--- src/rtl/vga_text_pkg.sv ---
// Shared constants and state encoding for the VGA text-memory arbiter.
//   TXT_COLS/TXT_ROWS     : text grid dimensions (defaults)
//   TXT_CHAR_W/TXT_CHAR_H : character cell size in pixels (powers of 2)
//   TEXT_CELLS            : number of addressable text cells
//   TXT_ADDR_W/TXT_DATA_W : text RAM address / data widths
//   arb_state_e           : arbiter FSM state encoding
package vga_text_pkg;

    localparam int TXT_COLS   = 80;
    localparam int TXT_ROWS   = 30;
    localparam int TXT_CHAR_W = 8;
    localparam int TXT_CHAR_H = 16;
    localparam int TEXT_CELLS = TXT_COLS * TXT_ROWS;
    localparam int TXT_ADDR_W = 12;
    localparam int TXT_DATA_W = 8;

    typedef enum logic [1:0] {
        IDLE    = 2'd0,
        FETCH   = 2'd1,
        WAIT    = 2'd2,
        HOST_WR = 2'd3
    } arb_state_e;

endpackage

--- src/rtl/text_cell_addr.sv ---
// Combinational pixel-to-text-cell address translation.
//   px, py    : current pixel column / row
//   cell_addr : (py / CHAR_H) * COLS + px / CHAR_W, truncated to ADDR_W
// Divisions are shifts (cell sizes are powers of 2) and the row scaling is a
// multiply by a constant, which reduces to shift/add logic.
module text_cell_addr
    import vga_text_pkg::*;
#(
    parameter int COLS   = TXT_COLS,
    parameter int CHAR_W = TXT_CHAR_W,
    parameter int CHAR_H = TXT_CHAR_H,
    parameter int ADDR_W = TXT_ADDR_W
) (
    input  logic [9:0]        px,
    input  logic [9:0]        py,
    output logic [ADDR_W-1:0] cell_addr
);

    localparam int CW_SH = $clog2(CHAR_W);
    localparam int CH_SH = $clog2(CHAR_H);

    logic [9:0] col;
    logic [9:0] row;

    assign col       = px >> CW_SH;
    assign row       = py >> CH_SH;
    assign cell_addr = ADDR_W'(row) * ADDR_W'(COLS) + ADDR_W'(col);

endmodule

--- src/rtl/vga_text_mem_arbiter.sv ---
// Arbiter for the single-port text RAM behind the VGA text renderer.
// The display fetch path (one read per character cell) has priority over a
// host write port using a level req / one-cycle ack handshake.
//   clk, reset (sync, active-low)
//   pix_tick, video_on, px, py      : pixel timing; generate fetch triggers
//   host_req/addr/data, host_ack/err: host write handshake
//   mem_addr/we/wdata, mem_rdata    : synchronous RAM, 1-cycle read latency
//   char_code, char_valid           : fetched code and its update pulse
//   fetch_ovf                       : sticky, a fetch trigger was dropped
//   state_dbg                       : current FSM state
// Handshake: host_req is a level held with stable addr/data until host_ack
// pulses for one cycle; a host_req still high in the cycle after host_ack is
// treated as a new request.
module vga_text_mem_arbiter
    import vga_text_pkg::*;
#(
    parameter int COLS   = TXT_COLS,
    parameter int ROWS   = TXT_ROWS,
    parameter int CHAR_W = TXT_CHAR_W,
    parameter int CHAR_H = TXT_CHAR_H,
    parameter int ADDR_W = TXT_ADDR_W,
    parameter int DATA_W = TXT_DATA_W
) (
    input  logic              clk,
    input  logic              reset,
    input  logic              pix_tick,
    input  logic              video_on,
    input  logic [9:0]        px,
    input  logic [9:0]        py,
    input  logic              host_req,
    input  logic [ADDR_W-1:0] host_addr,
    input  logic [DATA_W-1:0] host_data,
    output logic              host_ack,
    output logic              host_err,
    output logic [ADDR_W-1:0] mem_addr,
    output logic              mem_we,
    output logic [DATA_W-1:0] mem_wdata,
    input  logic [DATA_W-1:0] mem_rdata,
    output logic [DATA_W-1:0] char_code,
    output logic              char_valid,
    output logic              fetch_ovf,
    output logic [1:0]        state_dbg
);

    localparam int CELLS = COLS * ROWS;
    localparam int CW_SH = $clog2(CHAR_W);

    logic              trigger;
    logic [ADDR_W-1:0] cell_addr;
    logic              host_in_range;

    arb_state_e        state_q,      state_d;
    logic              pend_q,       pend_d;
    logic [ADDR_W-1:0] pend_addr_q,  pend_addr_d;
    logic [ADDR_W-1:0] fetch_addr_q, fetch_addr_d;
    logic [ADDR_W-1:0] mem_addr_q,   mem_addr_d;
    logic              mem_we_q,     mem_we_d;
    logic [DATA_W-1:0] mem_wdata_q,  mem_wdata_d;
    logic              host_ack_q,   host_ack_d;
    logic              host_err_q,   host_err_d;
    logic [DATA_W-1:0] char_code_q,  char_code_d;
    logic              char_valid_q, char_valid_d;
    logic              fetch_ovf_q,  fetch_ovf_d;

    text_cell_addr #(
        .COLS   (COLS),
        .CHAR_W (CHAR_W),
        .CHAR_H (CHAR_H),
        .ADDR_W (ADDR_W)
    ) u_cell_addr (
        .px        (px),
        .py        (py),
        .cell_addr (cell_addr)
    );

    // One fetch at the first pixel of every character cell.
    assign trigger       = pix_tick && video_on && (px[CW_SH-1:0] == '0);
    assign host_in_range = (host_addr < ADDR_W'(CELLS));

    always_comb begin
        state_d      = state_q;
        pend_d       = pend_q;
        pend_addr_d  = pend_addr_q;
        fetch_addr_d = fetch_addr_q;
        mem_addr_d   = mem_addr_q;
        mem_we_d     = 1'b0;
        mem_wdata_d  = mem_wdata_q;
        host_ack_d   = 1'b0;
        host_err_d   = 1'b0;
        char_code_d  = char_code_q;
        char_valid_d = 1'b0;
        fetch_ovf_d  = fetch_ovf_q;

        // A trigger that arrives while the RAM is busy is parked in the
        // single pending slot; a second one while the slot is full is lost.
        if (state_q != IDLE && trigger) begin
            if (pend_q) begin
                fetch_ovf_d = 1'b1;
            end else begin
                pend_d      = 1'b1;
                pend_addr_d = cell_addr;
            end
        end

        case (state_q)
            IDLE: begin
                if (pend_q) begin
                    // Serve the older parked fetch first; a coincident new
                    // trigger takes over the freed slot.
                    fetch_addr_d = pend_addr_q;
                    mem_addr_d   = pend_addr_q;
                    pend_d       = trigger;
                    if (trigger) begin
                        pend_addr_d = cell_addr;
                    end
                    state_d = FETCH;
                end else if (trigger) begin
                    fetch_addr_d = cell_addr;
                    mem_addr_d   = cell_addr;
                    state_d      = FETCH;
                end else if (host_req) begin
                    // Write-side outputs are registered on entry so they
                    // are visible during the HOST_WR cycle.
                    host_ack_d = 1'b1;
                    if (host_in_range) begin
                        mem_we_d    = 1'b1;
                        mem_addr_d  = host_addr;
                        mem_wdata_d = host_data;
                    end else begin
                        host_err_d = 1'b1;
                    end
                    state_d = HOST_WR;
                end
            end
            FETCH: begin
                state_d = WAIT;
            end
            WAIT: begin
                char_code_d  = mem_rdata;
                char_valid_d = 1'b1;
                state_d      = IDLE;
            end
            HOST_WR: begin
                state_d = IDLE;
            end
            default: begin
                state_d = IDLE;
            end
        endcase
    end

    always_ff @(posedge clk) begin
        if (!reset) begin
            state_q      <= IDLE;
            pend_q       <= 1'b0;
            pend_addr_q  <= '0;
            fetch_addr_q <= '0;
            mem_addr_q   <= '0;
            mem_we_q     <= 1'b0;
            mem_wdata_q  <= '0;
            host_ack_q   <= 1'b0;
            host_err_q   <= 1'b0;
            char_code_q  <= '0;
            char_valid_q <= 1'b0;
            fetch_ovf_q  <= 1'b0;
        end else begin
            state_q      <= state_d;
            pend_q       <= pend_d;
            pend_addr_q  <= pend_addr_d;
            fetch_addr_q <= fetch_addr_d;
            mem_addr_q   <= mem_addr_d;
            mem_we_q     <= mem_we_d;
            mem_wdata_q  <= mem_wdata_d;
            host_ack_q   <= host_ack_d;
            host_err_q   <= host_err_d;
            char_code_q  <= char_code_d;
            char_valid_q <= char_valid_d;
            fetch_ovf_q  <= fetch_ovf_d;
        end
    end

    assign host_ack   = host_ack_q;
    assign host_err   = host_err_q;
    assign mem_addr   = mem_addr_q;
    assign mem_we     = mem_we_q;
    assign mem_wdata  = mem_wdata_q;
    assign char_code  = char_code_q;
    assign char_valid = char_valid_q;
    assign fetch_ovf  = fetch_ovf_q;
    assign state_dbg  = state_q;

endmodule

--- config.mk ---
export PLATFORM = sky130hd
export DESIGN_NAME = vga_text_mem_arbiter
export DESIGN_NICKNAME = d
export VERILOG_FILES = /design/src/rtl/vga_text_pkg.sv /design/src/rtl/text_cell_addr.sv /design/src/rtl/vga_text_mem_arbiter.sv
export SDC_FILE = /design/constraint.sdc
export NUM_CORES = 1
export LEC_CHECK = 0
export ABC_CLOCK_PERIOD_IN_PS = 7100
export CAP_MARGIN = 20
export CELL_PAD_IN_SITES_DETAIL_PLACEMENT = 0
export CELL_PAD_IN_SITES_GLOBAL_PLACEMENT = 2
export CORE_ASPECT_RATIO = 0.7
export CORE_MARGIN = 3
export CORE_UTILIZATION = 29
export DETAILED_ROUTE_END_ITERATION = 12
export PLACE_DENSITY_LB_ADDON = 0.2
export SETUP_SLACK_MARGIN = 0.1
export SYNTH_ARGS = -nofsm -noshare
export SYNTH_HDL_FRONTEND = slang
export SYNTH_HIERARCHICAL = 1
export SYNTH_SLANG_ARGS = --single-unit
--- constraint.sdc ---
create_clock -name clk -period 7.1 [get_ports clk]
set_clock_uncertainty 0.05 [all_clocks]
set_input_delay 1.775 -clock clk [delete_from_list [all_inputs] [get_ports clk]]
set_output_delay 1.775 -clock clk [all_outputs]
set_load 0.01 [all_outputs]
==> results.cfg <==
[routing]
drtPass1Iterations = 4
final_antenna_net_count = 0
drt_iter0_drc = 78
routedWlPerCell_um = 14.34
wl_mm = 6.755
num_vias = 2169
via_per_inst = 4.605
drc = 0

[synthesis]
synth_area_per_cell_sq_um = 9.164
synth_edf_count = 0
synth-simple-area-share = 0.2077
synth.area.top_cells = dfxtp_1, mux2i_1, nand2_1
synthTopCellsByCount = dfxtp_1, nand2_1, mux2i_1, nor2b_1, clkbuf_1
ys.flop_type = dfxtp_1
ys_seq_area_frac = 0.3692
netlist_area_sq_mm = 0.002602
syn_nets = 350
synth.most_common_cell = dfxtp_1
yosysTopAreaCell = dfxtp_1
synthAdderAreaFrac = 0.07212
yosys.area.top_type_share = 0.3692
ys_ff_latch = 48
yosysUniqueCellTypes = 41
ys_warn_count = 6
synthXorXnorAreaFrac = 0.02692
synth_compound_area_frac = 0.1750
muxShareOfSynthArea = 0.1000
synth-async-reset-ratio = 0
syn_inst = 284
synth_top_family_by_area = simple AND/OR/NAND/NOR gates

[critical_path]
crit_slowest_cell = clkdlybuf4s50_1
crit_path_start_kind = input pin
worstPathCellList = clkdlybuf4s50_1 > ha_1 > ha_1 > fa_1 > a21o_2 > a21oi_1 > xor2_1 > xnor2_1 > and3_1 > a211o_1 > a41o_1
crit_top_cell = ha_1
path_class = input pin to flop
cp-end-kind = flop
path_max_fanout = 3
arrival_ps = 4620
required_ps = 7230
crit_family = adder cells
max_stage_delay_ps = 490
crit_buf_inv = 1

[timing]
rsz0062_at_grt = no
finalCritPeriodShare = 0.6320
timing.setup.tns_ps = 0
setup_viol = 0
hold_viol = 0
maxSlewHeadroom = 0.3380
fmax_mhz = 222.9
slew_viol_final = 0
fin_crit_ps = 4487
tightest_slew_ps = 990.0

[placed_design]
gp_congestion = 0.6849
io_buffers = 83
place_area_sq_mm = 0.003466
dp_hpwl_mm = 4.823

[clock_network]
htree_levels = 2
post_cts_buffers = 0
cts_tree = done
worst_skew_pair.late_latency_ps = 280
postCtsHoldBufs = 0
clock-root-buffer = clkbuf_16
cts_num_sinks = 48
clk_path_buf_depth = 2
cts.clk_slew.worst_paths_ps = 70
cts.repair.resized = 0
cts_inserted_buffers = 5

[finish]
postLayoutCellArea_sq_mm = 0.003649
area_growth_pct = 40.19
fill_cells = 862
drive_gt1_frac = 0.04843
n_antenna_cell = 0
nets = 418

[grt]
grt_max_degree = 68
antenna_found_initial = 0
grt_use_total = 0.1324
grt-ovfl-total = 0
grt_pass1_vias = 2179
grt_pass1_wl_mm = 11.01

[pwr]
vdd_drop_max_mv = 0.1230
powerDensity_mw_per_mm2 = 191.2
p_leak_nw = 1.517

[die]
design.core.area_sq_mm = 0.008583
dieArea_sq_mm = 0.01017
row_count = 28
start_util = 0.3032
die_y_um = 85.26
io_pins = 88
die_width_um = 119.2

[run_status]
status = completed

[job]
max-cap-violations = 0

[hold_path]
hold_path_class = flop to flop
report_power, final:
group          leakage [nW]  switching, mW  internal (mW)
clock network        0.0757         0.0962          0.162
registers             0.391        0.00716          0.282
logic                  1.05         0.0698         0.0804
routing by layer:
metal	part of all wire	GRT usage	up-vias
met5	0	0	-
met4	0.0022	0.01893	0
met3	0.060	0.04131	2
met2	0.41	0.1943	44
li1	-	-	1134
met1	0.53	0.1940	989
state kept, by name (all words and copies together) (netlist names):
register     flops
char_code        8
host_ack         1
mem_addr        12
char_valid       1
state_dbg        2
host_err         1
pend_addr_q     12
fetch_ovf        1
pend_q           1
mem_wdata        8
mem_we           1
cells in the final DEF (no fill, tap or decap), types with 6 or more instances in the layout:
cell type	netlist	layout
clkdlybuf4s50_1	0	82
dfxtp_1	48	48
nand2_1	45	45
mux2i_1	26	26
nor2b_1	17	17
a211o_1	13	13
ha_1	11	11
nor2_1	9	9
a21boi_0	8	8
o21ai_0	7	7
and3_1	7	7
nand2b_1	7	7
a221oi_1	6	6
a41o_1	6	6
a211oi_1	6	6
a21oi_1	6	6
metrics by stage:
stage               power [mW]  std cells  setup WS, ps  hold slack (ps)    util
floorplan               0.3785        284          3050            426.5       -
finish                  0.6975        471          2613            409.0  0.4251
global route            0.7302        471          2404            431.0  0.4251
CTS                     0.7089        470          2606            412.2  0.4219
detailed placement      0.4460        464          2302            399.8  0.4038
global placement        0.4462        464          2296            391.7  0.4038
final cells by class:
| cell class | instances | area (sq um) | share of cell area |
|---|---|---|---|
| multi-input cells | 210 | 1514 | 0.4150 |
| flip-flops and latches | 48 | 960.9 | 0.2634 |
| repair buffers | 85 | 860.8 | 0.2359 |
| well taps | 120 | 150.1 | 0.04115 |
| clock buffers | 5 | 125.1 | 0.03429 |
| clock inverters | 1 | 30.03 | 0.008230 |
| inverters | 2 | 7.507 | 0.002058 |
logic make-up (layout without fill, tap and decap cells):
kind of cell	Yosys count	in the layout
AOI/OAI and AO/OA	59	59
xor gates and xnor gates	8	8
adders and majority gates	14	14
buffers and inverters	26	93
DFF	48	48
muxes	26	26
and+or+nand+nor	103	103
worst register-to-register path: stages (launching register included):
cell     delay, ps
dfxtp_1        380
nor2_1         540
and2_0         440
a22o_1         640
mux2i_1        270
final timing paths:
path	from	endpoint	slack, ps	cells past startpoint
hold / removal	mem_wdata[3]	mem_wdata[3]	410	2
setup reg to reg	state_dbg[0]	mem_addr[7]	4710	4
hold reg to reg	mem_wdata[3]	mem_wdata[3]	410	2
setup / recovery	py[5]	mem_addr[11]	2610	11
Power figures use the tool's default switching activity.
